$ cat src/rtl/lsu_pkg.sv
// Shared definitions for the load/store unit: memory-op codes, FSM encoding,
// byte-enable base patterns and access-size helpers.
package lsu_pkg;

    localparam int unsigned DATA_W = 32;

    localparam logic [2:0] MEMOP_W  = 3'b000;
    localparam logic [2:0] MEMOP_B  = 3'b001;
    localparam logic [2:0] MEMOP_H  = 3'b010;
    localparam logic [2:0] MEMOP_BU = 3'b101;
    localparam logic [2:0] MEMOP_HU = 3'b110;

    localparam logic [1:0] ST_IDLE = 2'd0;
    localparam logic [1:0] ST_REQ  = 2'd1;
    localparam logic [1:0] ST_DONE = 2'd2;

    localparam logic [3:0] BE_BYTE = 4'b0001;
    localparam logic [3:0] BE_HALF = 4'b0011;
    localparam logic [3:0] BE_WORD = 4'b1111;

    typedef enum logic [1:0] {
        SZ_BYTE,
        SZ_HALF,
        SZ_WORD
    } size_e;

    // Access size of a mem_op code; unassigned codes behave as word
    function automatic size_e op_size(input logic [2:0] op);
        case (op)
            MEMOP_B, MEMOP_BU: return SZ_BYTE;
            MEMOP_H, MEMOP_HU: return SZ_HALF;
            MEMOP_W:           return SZ_WORD;
            default:           return SZ_WORD;
        endcase
    endfunction

    // True when the access is not naturally aligned for its size
    function automatic logic is_misaligned(input logic [2:0] op, input logic [1:0] ofs);
        case (op_size(op))
            SZ_BYTE: return 1'b0;
            SZ_HALF: return ofs[0];
            default: return (ofs != 2'b00);
        endcase
    endfunction

endpackage

$ cat src/rtl/lsu_align.sv
// Lane steering for the load/store unit: byte enables, store-data
// replication and load-data extraction with sign/zero extension.
module lsu_align
    import lsu_pkg::*;
(
    input  logic [2:0]        op,
    input  logic [1:0]        ofs,
    input  logic [DATA_W-1:0] wdata,
    input  logic [DATA_W-1:0] rdata,
    output logic [3:0]        be_c,
    output logic [DATA_W-1:0] wdata_c,
    output logic [DATA_W-1:0] rdata_c
);

    logic [DATA_W-1:0] shifted;
    logic              sext;

    // Select lanes by size and offset; loads are shifted down then extended
    always_comb begin
        shifted = rdata >> {ofs, 3'b000};
        sext    = ~op[2];
        be_c    = BE_WORD;
        wdata_c = wdata;
        rdata_c = shifted;
        case (op_size(op))
            SZ_BYTE: begin
                be_c    = BE_BYTE << ofs;
                wdata_c = {4{wdata[7:0]}};
                rdata_c = {{24{sext & shifted[7]}}, shifted[7:0]};
            end
            SZ_HALF: begin
                be_c    = BE_HALF << {ofs[1], 1'b0};
                wdata_c = {2{wdata[15:0]}};
                rdata_c = {{16{sext & shifted[15]}}, shifted[15:0]};
            end
            default: ;
        endcase
    end

endmodule

$ cat src/rtl/lsu_mem_access.sv
// Multi-cycle load/store unit: one req/ack transaction per accepted request,
// misaligned accesses complete without touching the bus.
// Optional build macro LSU_TIMEOUT_EN adds a REQ-state abort counter.
module lsu_mem_access
    import lsu_pkg::*;
#(
    parameter int unsigned ADDR_W  = 32,
    parameter int unsigned TIMEOUT = 255
) (
    input  logic              clk,
    input  logic              rst,
    input  logic              start,
    input  logic [2:0]        mem_op,
    input  logic              mem_wr,
    input  logic              mem_rd,
    input  logic [ADDR_W-1:0] addr,
    input  logic [31:0]       wdata,
    output logic              busy,
    output logic              done,
    output logic [31:0]       rdata,
    output logic              misalign,
    output logic              timeout,
    output logic              bus_req,
    output logic              bus_we,
    output logic [ADDR_W-1:0] bus_addr,
    output logic [3:0]        bus_be,
    output logic [31:0]       bus_wdata,
    input  logic              bus_ack,
    input  logic [31:0]       bus_rdata
);

    logic [1:0]        state_q, state_d;
    logic [2:0]        op_q, op_d;
    logic [1:0]        ofs_q, ofs_d;
    logic              busy_d, done_d, misalign_d, bus_req_d, bus_we_d;
    logic [ADDR_W-1:0] bus_addr_d;
    logic [3:0]        bus_be_d;
    logic [31:0]       bus_wdata_d, rdata_d;

    logic [2:0]        align_op;
    logic [1:0]        align_ofs;
    logic [3:0]        be_c;
    logic [31:0]       wdata_c, rdata_c;
    logic              accept_c;

`ifdef LSU_TIMEOUT_EN
    localparam int unsigned CNT_W = (TIMEOUT > 255) ? $clog2(TIMEOUT + 1) : 8;
    logic [CNT_W-1:0]  cnt_q, cnt_d;
    logic              timeout_d;
`else
    localparam int unsigned TIMEOUT_UNUSED = TIMEOUT;
    assign timeout = 1'b0;
`endif

    assign accept_c = start & (mem_wr | mem_rd);

    // Shared aligner sees the incoming request in IDLE, the latched one afterwards
    assign align_op  = (state_q == ST_IDLE) ? mem_op     : op_q;
    assign align_ofs = (state_q == ST_IDLE) ? addr[1:0]  : ofs_q;

    lsu_align u_align (
        .op      (align_op),
        .ofs     (align_ofs),
        .wdata   (wdata),
        .rdata   (bus_rdata),
        .be_c    (be_c),
        .wdata_c (wdata_c),
        .rdata_c (rdata_c)
    );

    // Next-state and next-output logic
    always_comb begin
        state_d     = state_q;
        op_d        = op_q;
        ofs_d       = ofs_q;
        done_d      = 1'b0;
        misalign_d  = 1'b0;
        bus_req_d   = 1'b0;
        bus_we_d    = bus_we;
        bus_addr_d  = bus_addr;
        bus_be_d    = bus_be;
        bus_wdata_d = bus_wdata;
        rdata_d     = rdata;
`ifdef LSU_TIMEOUT_EN
        cnt_d       = cnt_q;
        timeout_d   = 1'b0;
`endif
        case (state_q)
            ST_IDLE: begin
                if (accept_c) begin
                    op_d  = mem_op;
                    ofs_d = addr[1:0];
                    if (is_misaligned(mem_op, addr[1:0])) begin
                        state_d    = ST_DONE;
                        done_d     = 1'b1;
                        misalign_d = 1'b1;
                    end else begin
                        state_d     = ST_REQ;
                        bus_req_d   = 1'b1;
                        bus_we_d    = mem_wr;
                        bus_addr_d  = {addr[ADDR_W-1:2], 2'b00};
                        bus_be_d    = be_c;
                        bus_wdata_d = wdata_c;
`ifdef LSU_TIMEOUT_EN
                        cnt_d       = '0;
`endif
                    end
                end
            end
            ST_REQ: begin
                bus_req_d = 1'b1;
                if (bus_ack) begin
                    bus_req_d = 1'b0;
                    done_d    = 1'b1;
                    state_d   = ST_DONE;
                    if (!bus_we) begin
                        rdata_d = rdata_c;
                    end
                end
`ifdef LSU_TIMEOUT_EN
                else if (cnt_q == CNT_W'(TIMEOUT)) begin
                    bus_req_d = 1'b0;
                    done_d    = 1'b1;
                    timeout_d = 1'b1;
                    state_d   = ST_DONE;
                    if (!bus_we) begin
                        rdata_d = '0;
                    end
                end else begin
                    cnt_d = cnt_q + CNT_W'(1);
                end
`endif
            end
            ST_DONE: begin
                state_d = ST_IDLE;
            end
            default: begin
                state_d = ST_IDLE;
            end
        endcase
        busy_d = (state_d != ST_IDLE);
    end

    // State and registered outputs
    always_ff @(posedge clk or posedge rst) begin
        if (rst) begin
            state_q   <= ST_IDLE;
            op_q      <= '0;
            ofs_q     <= '0;
            busy      <= 1'b0;
            done      <= 1'b0;
            misalign  <= 1'b0;
            bus_req   <= 1'b0;
            bus_we    <= 1'b0;
            bus_addr  <= '0;
            bus_be    <= '0;
            bus_wdata <= '0;
            rdata     <= '0;
`ifdef LSU_TIMEOUT_EN
            cnt_q     <= '0;
            timeout   <= 1'b0;
`endif
        end else begin
            state_q   <= state_d;
            op_q      <= op_d;
            ofs_q     <= ofs_d;
            busy      <= busy_d;
            done      <= done_d;
            misalign  <= misalign_d;
            bus_req   <= bus_req_d;
            bus_we    <= bus_we_d;
            bus_addr  <= bus_addr_d;
            bus_be    <= bus_be_d;
            bus_wdata <= bus_wdata_d;
            rdata     <= rdata_d;
`ifdef LSU_TIMEOUT_EN
            cnt_q     <= cnt_d;
            timeout   <= timeout_d;
`endif
        end
    end

endmodule

$ cat config.mk
export PLATFORM = sky130hd
export DESIGN_NAME = lsu_mem_access
export DESIGN_NICKNAME = d
export VERILOG_FILES = /design/src/rtl/lsu_pkg.sv /design/src/rtl/lsu_align.sv /design/src/rtl/lsu_mem_access.sv
export SDC_FILE = /design/constraint.sdc
export NUM_CORES = 1
export LEC_CHECK = 0
export BUFFER_PORTS_ARGS = -buffer_cell sky130_fd_sc_hd__buf_2
export CAP_MARGIN = 20
export CORE_ASPECT_RATIO = 0.9
export CORE_MARGIN = 1.5
export CORE_UTILIZATION = 44
export CTS_BUF_LIST = sky130_fd_sc_hd__clkbuf_4 sky130_fd_sc_hd__clkbuf_8 sky130_fd_sc_hd__clkbuf_16
export CTS_CLUSTER_SIZE = 40
export DETAILED_ROUTE_END_ITERATION = 10
export GPL_TIMING_DRIVEN = 0
export PLACE_DENSITY = 0.78
export REMOVE_ABC_BUFFERS = 1
export SYNTH_ARGS = -nofsm -noshare
export SYNTH_HDL_FRONTEND = slang
export SYNTH_SLANG_ARGS = --single-unit
$ cat constraint.sdc
create_clock -name clk -period 3.55 [get_ports clk]
set_input_delay 0.8875 -clock clk [delete_from_list [all_inputs] [get_ports clk]]
set_output_delay 0.8875 -clock clk [all_outputs]
set_load 0.05 [all_outputs]
==> metrics.txt <==
status=finished, final reports clean; Remaining Overflow, GRT=0; fin nets=809; Starting DRT DRC Count=358; deepest clock path buffer count=2; Max Fclk=309 MHz; CTS tree=done; minimum clock period=3230 ps; Worst Max-Slew Pin Slew=905 ps; ANT nets after route=0; max-cap check violation count=0; WS Path Type=reg -> reg; Crit. path cell count=8; syn_area_per_cell=10.2 sq um; Synth top area share=52.4%; CP Capture Point=rdata[26]$_DFFE_PP0P_; Setup violations, final=0; cell taking the most area after synthesis=dfrtp_1; element type at the critical path end=register; post-layout util=between 50% and 60%; clk_lat worst skew=360 ps; commonest non-fill, non-tap cells in the layout=buf_2 (207), dfrtp_1 (110), o21ai_0 (71); largest family of logic cells by synthesized area=compound AO/OA/AOI/OAI gates; Crit-path slowest cell=nor2b_2; Async SR Flop Fraction=100%; Post-synth EDFFs=0; Die ar.=0.0126 sq mm; Crit path max-delay family=simple AND/OR/NAND/NOR gates; clk sink count=110; hpwl dp=10600 microns; antenna fix cells=0; fraction of layout cells with a size suffix above 1=41.8%; wire per inst=16.8 microns; Hold Violations, Final=0; CP arrival=3510 ps; Crit path largest cell delay=550 ps; Reg clk slew, reported paths=about 70 ps; Placement Rows=37; Tcrit/Tclk final=91.1%; Synth Area in Compound Gates=16.1%; PwrDens=between 1000 and 1500 mW/mm^2; WP buf/inv=1; reg2reg end=rdata[26]$_DFFE_PP0P_; peak supply drop=0.000466 V; synth unique cells=43; setup skew after layout=about 11 ps; Cell Chain, Critical Path=nor2_4 -> mux2_2 -> inv_1 -> ha_1 -> nor2b_2 -> nand2_1 -> o31a_4 -> a31oi_1; FF-to-FF path depth=8; Synth Cell Area=0.00526 sq mm; sequential element share of the synthesized area=52.4%; hold crit path type=reg -> reg; mux cell area share after synthesis=between 10 and 15%; post-synthesis simple-gate area fraction=13.8%; DR vias=~4600; worst r2r src=state_q[1]$_DFF_PP0_; Synth Flop Type=dfrtp_1; WHS=476 ps; RSZ-0062 raised after global routing=no; Area growth syn-to-layout=28.2%; Synth Area in Adders=less than 1%; largest net degree at the start of global routing=86; first-pass GRT wire length=23000 microns; CTS root buffer=clkbuf_16; critical path peak fanout=24; chip width=118 microns; DR DRC count=0; DP Area=0.00638 sq mm; Setup TNS=0 ps; Max Slew Vio Count=0; Total Routed Length=between 10000 and 15000 microns; Cells after Synth=516; initial antenna violation count=0; Die Y=107 microns; core area=about 0.012 sq mm; Num CTS Buffers=9; initial core utilization=45.6%; Critical Path RT=between 3000 and 4000 ps; port bufs=approximately 210; gpl congestion=~0.91; Static Leak=0.00329 uW; FF+latch count, synth=110; vias in the first global route=between 4000 and 5000; # H-tree levels=3; r2r setup slk=320 ps; gr usage total=approximately 23%; largest cells by area after synthesis=dfrtp_1 (52%), mux2_2 (11%), o21ai_0 (6.8%), nand2_1 (4.8%), nor2_1 (2.5%); crit path from=state_q[1]$_DFF_PP0_; vias per std cell=about 5.3; commonest non-fill, non-tap cell in the layout=buf_2; Max transition margin=38.4%; xor and xnor fraction of the mapped netlist area=0%; detailed-router iteration count before antenna repair=5; IO Count=211; YS warnings=0; post-route cell area=0.00674 sq mm; startpoint types=register
==> what timing repair did <==
action,in CTS,in global routing
resized for setup,1,0
buffers inserted,0,0
hold buffers,0,0
setup endpoints to repair,24,0
==> power breakdown <==
group	internal [uW]	leakage (uW)	switching (uW)
clock network	626	0.000153	471
registers	1820	0.00133	312
logic	1050	0.00181	3070
total	3500	0.00329	3850
==> state kept, by name (all words and copies together) (netlist names) <==
signal and flops:
bus_we 1, bus_req 1, state_q 2, bus_addr 30, done 1, misalign 1, busy 1, bus_be 4
op_q 3, rdata 32, bus_wdata 32, ofs_q 2
==> metal layers <==
layer	up-vias	wire length, microns	global-route usage [%]
met5	-	0	0
met4	0	461	8.71
met3	37	827	5.48
met2	169	7030	37.2
met1	2203	6180	30.7
li1	2172	-	-
==> metrics by stage <==
stage	power (uW)	setup slack, ps	instances
floorplan	5170	-240	479
global placement	6130	-1450	842
detailed placement	6240	-279	845
CTS	7350	7.00	861
global route	7720	155	862
finish	7350	316	862
==> tightest hold or removal path, delay by kind of cell (launching register included) <==
kind / cells / cell delay [ps]
AO/OA/AOI/OAI: 1 / 60
AND/OR/NAND/NOR: 1 / 40
flip-flops: 1 / 340
==> cell type report <==
type / count / area [sq um]
clock inverters: 7 / 101
multi-input cells: 365 / 2310
repair buffers: 211 / 1130
clock buffers: 9 / 225
fillers: 1033 / 4790
inverters: 4 / 17.5
flip-flops and latches: 110 / 2750
well taps: 156 / 195
==> how the worst min path moves through the flow <==
stage,start,endpoint,cells past startpoint
3_5_place_dp,bus_be[1]$_DFFE_PP0P_,bus_be[1]$_DFFE_PP0P_,2
4_1_cts,bus_be[1]$_DFFE_PP0P_,bus_be[1]$_DFFE_PP0P_,2
5_1_grt,op_q[0]$_DFFE_PP0P_,op_q[0]$_DFFE_PP0P_,2
3_3_place_gp,bus_wdata[31]$_DFFE_PP0P_,bus_wdata[31]$_DFFE_PP0P_,2
6_report,bus_be[1]$_DFFE_PP0P_,bus_be[1]$_DFFE_PP0P_,2
2_1_floorplan,op_q[1]$_DFFE_PP0P_,op_q[1]$_DFFE_PP0P_,2
==> cells by family (layout without fill, tap and decap cells) <==
logic type / after synthesis / in the layout
AND/OR/NAND/NOR: 154 / 154
AO/OA/AOI/OAI: 144 / 144
flip-flops: 110 / 110
multiplexers: 61 / 61
buffers and inverters: 43 / 231
adder cells (fa/ha/maj): 3 / 3
other: 1 / 3
==> synth_stat cells (3+ instances only) <==
cell type / count
mux2_2: 50
nand3_1: 22
nand2_1: 67
buf_4: 5
o21ai_0: 71
inv_1: 4
nand2b_1: 4
a21oi_1: 26
a22oi_1: 17
and2_1: 8
a31oi_1: 16
dfrtp_1: 110
o21ai_2: 3
buf_1: 6
mux2i_1: 9
buf_2: 3
clkbuf_1: 21
buf_6: 4
a21o_1: 3
ha_1: 3
nor2_1: 35
Power figures use the tool's default switching activity.
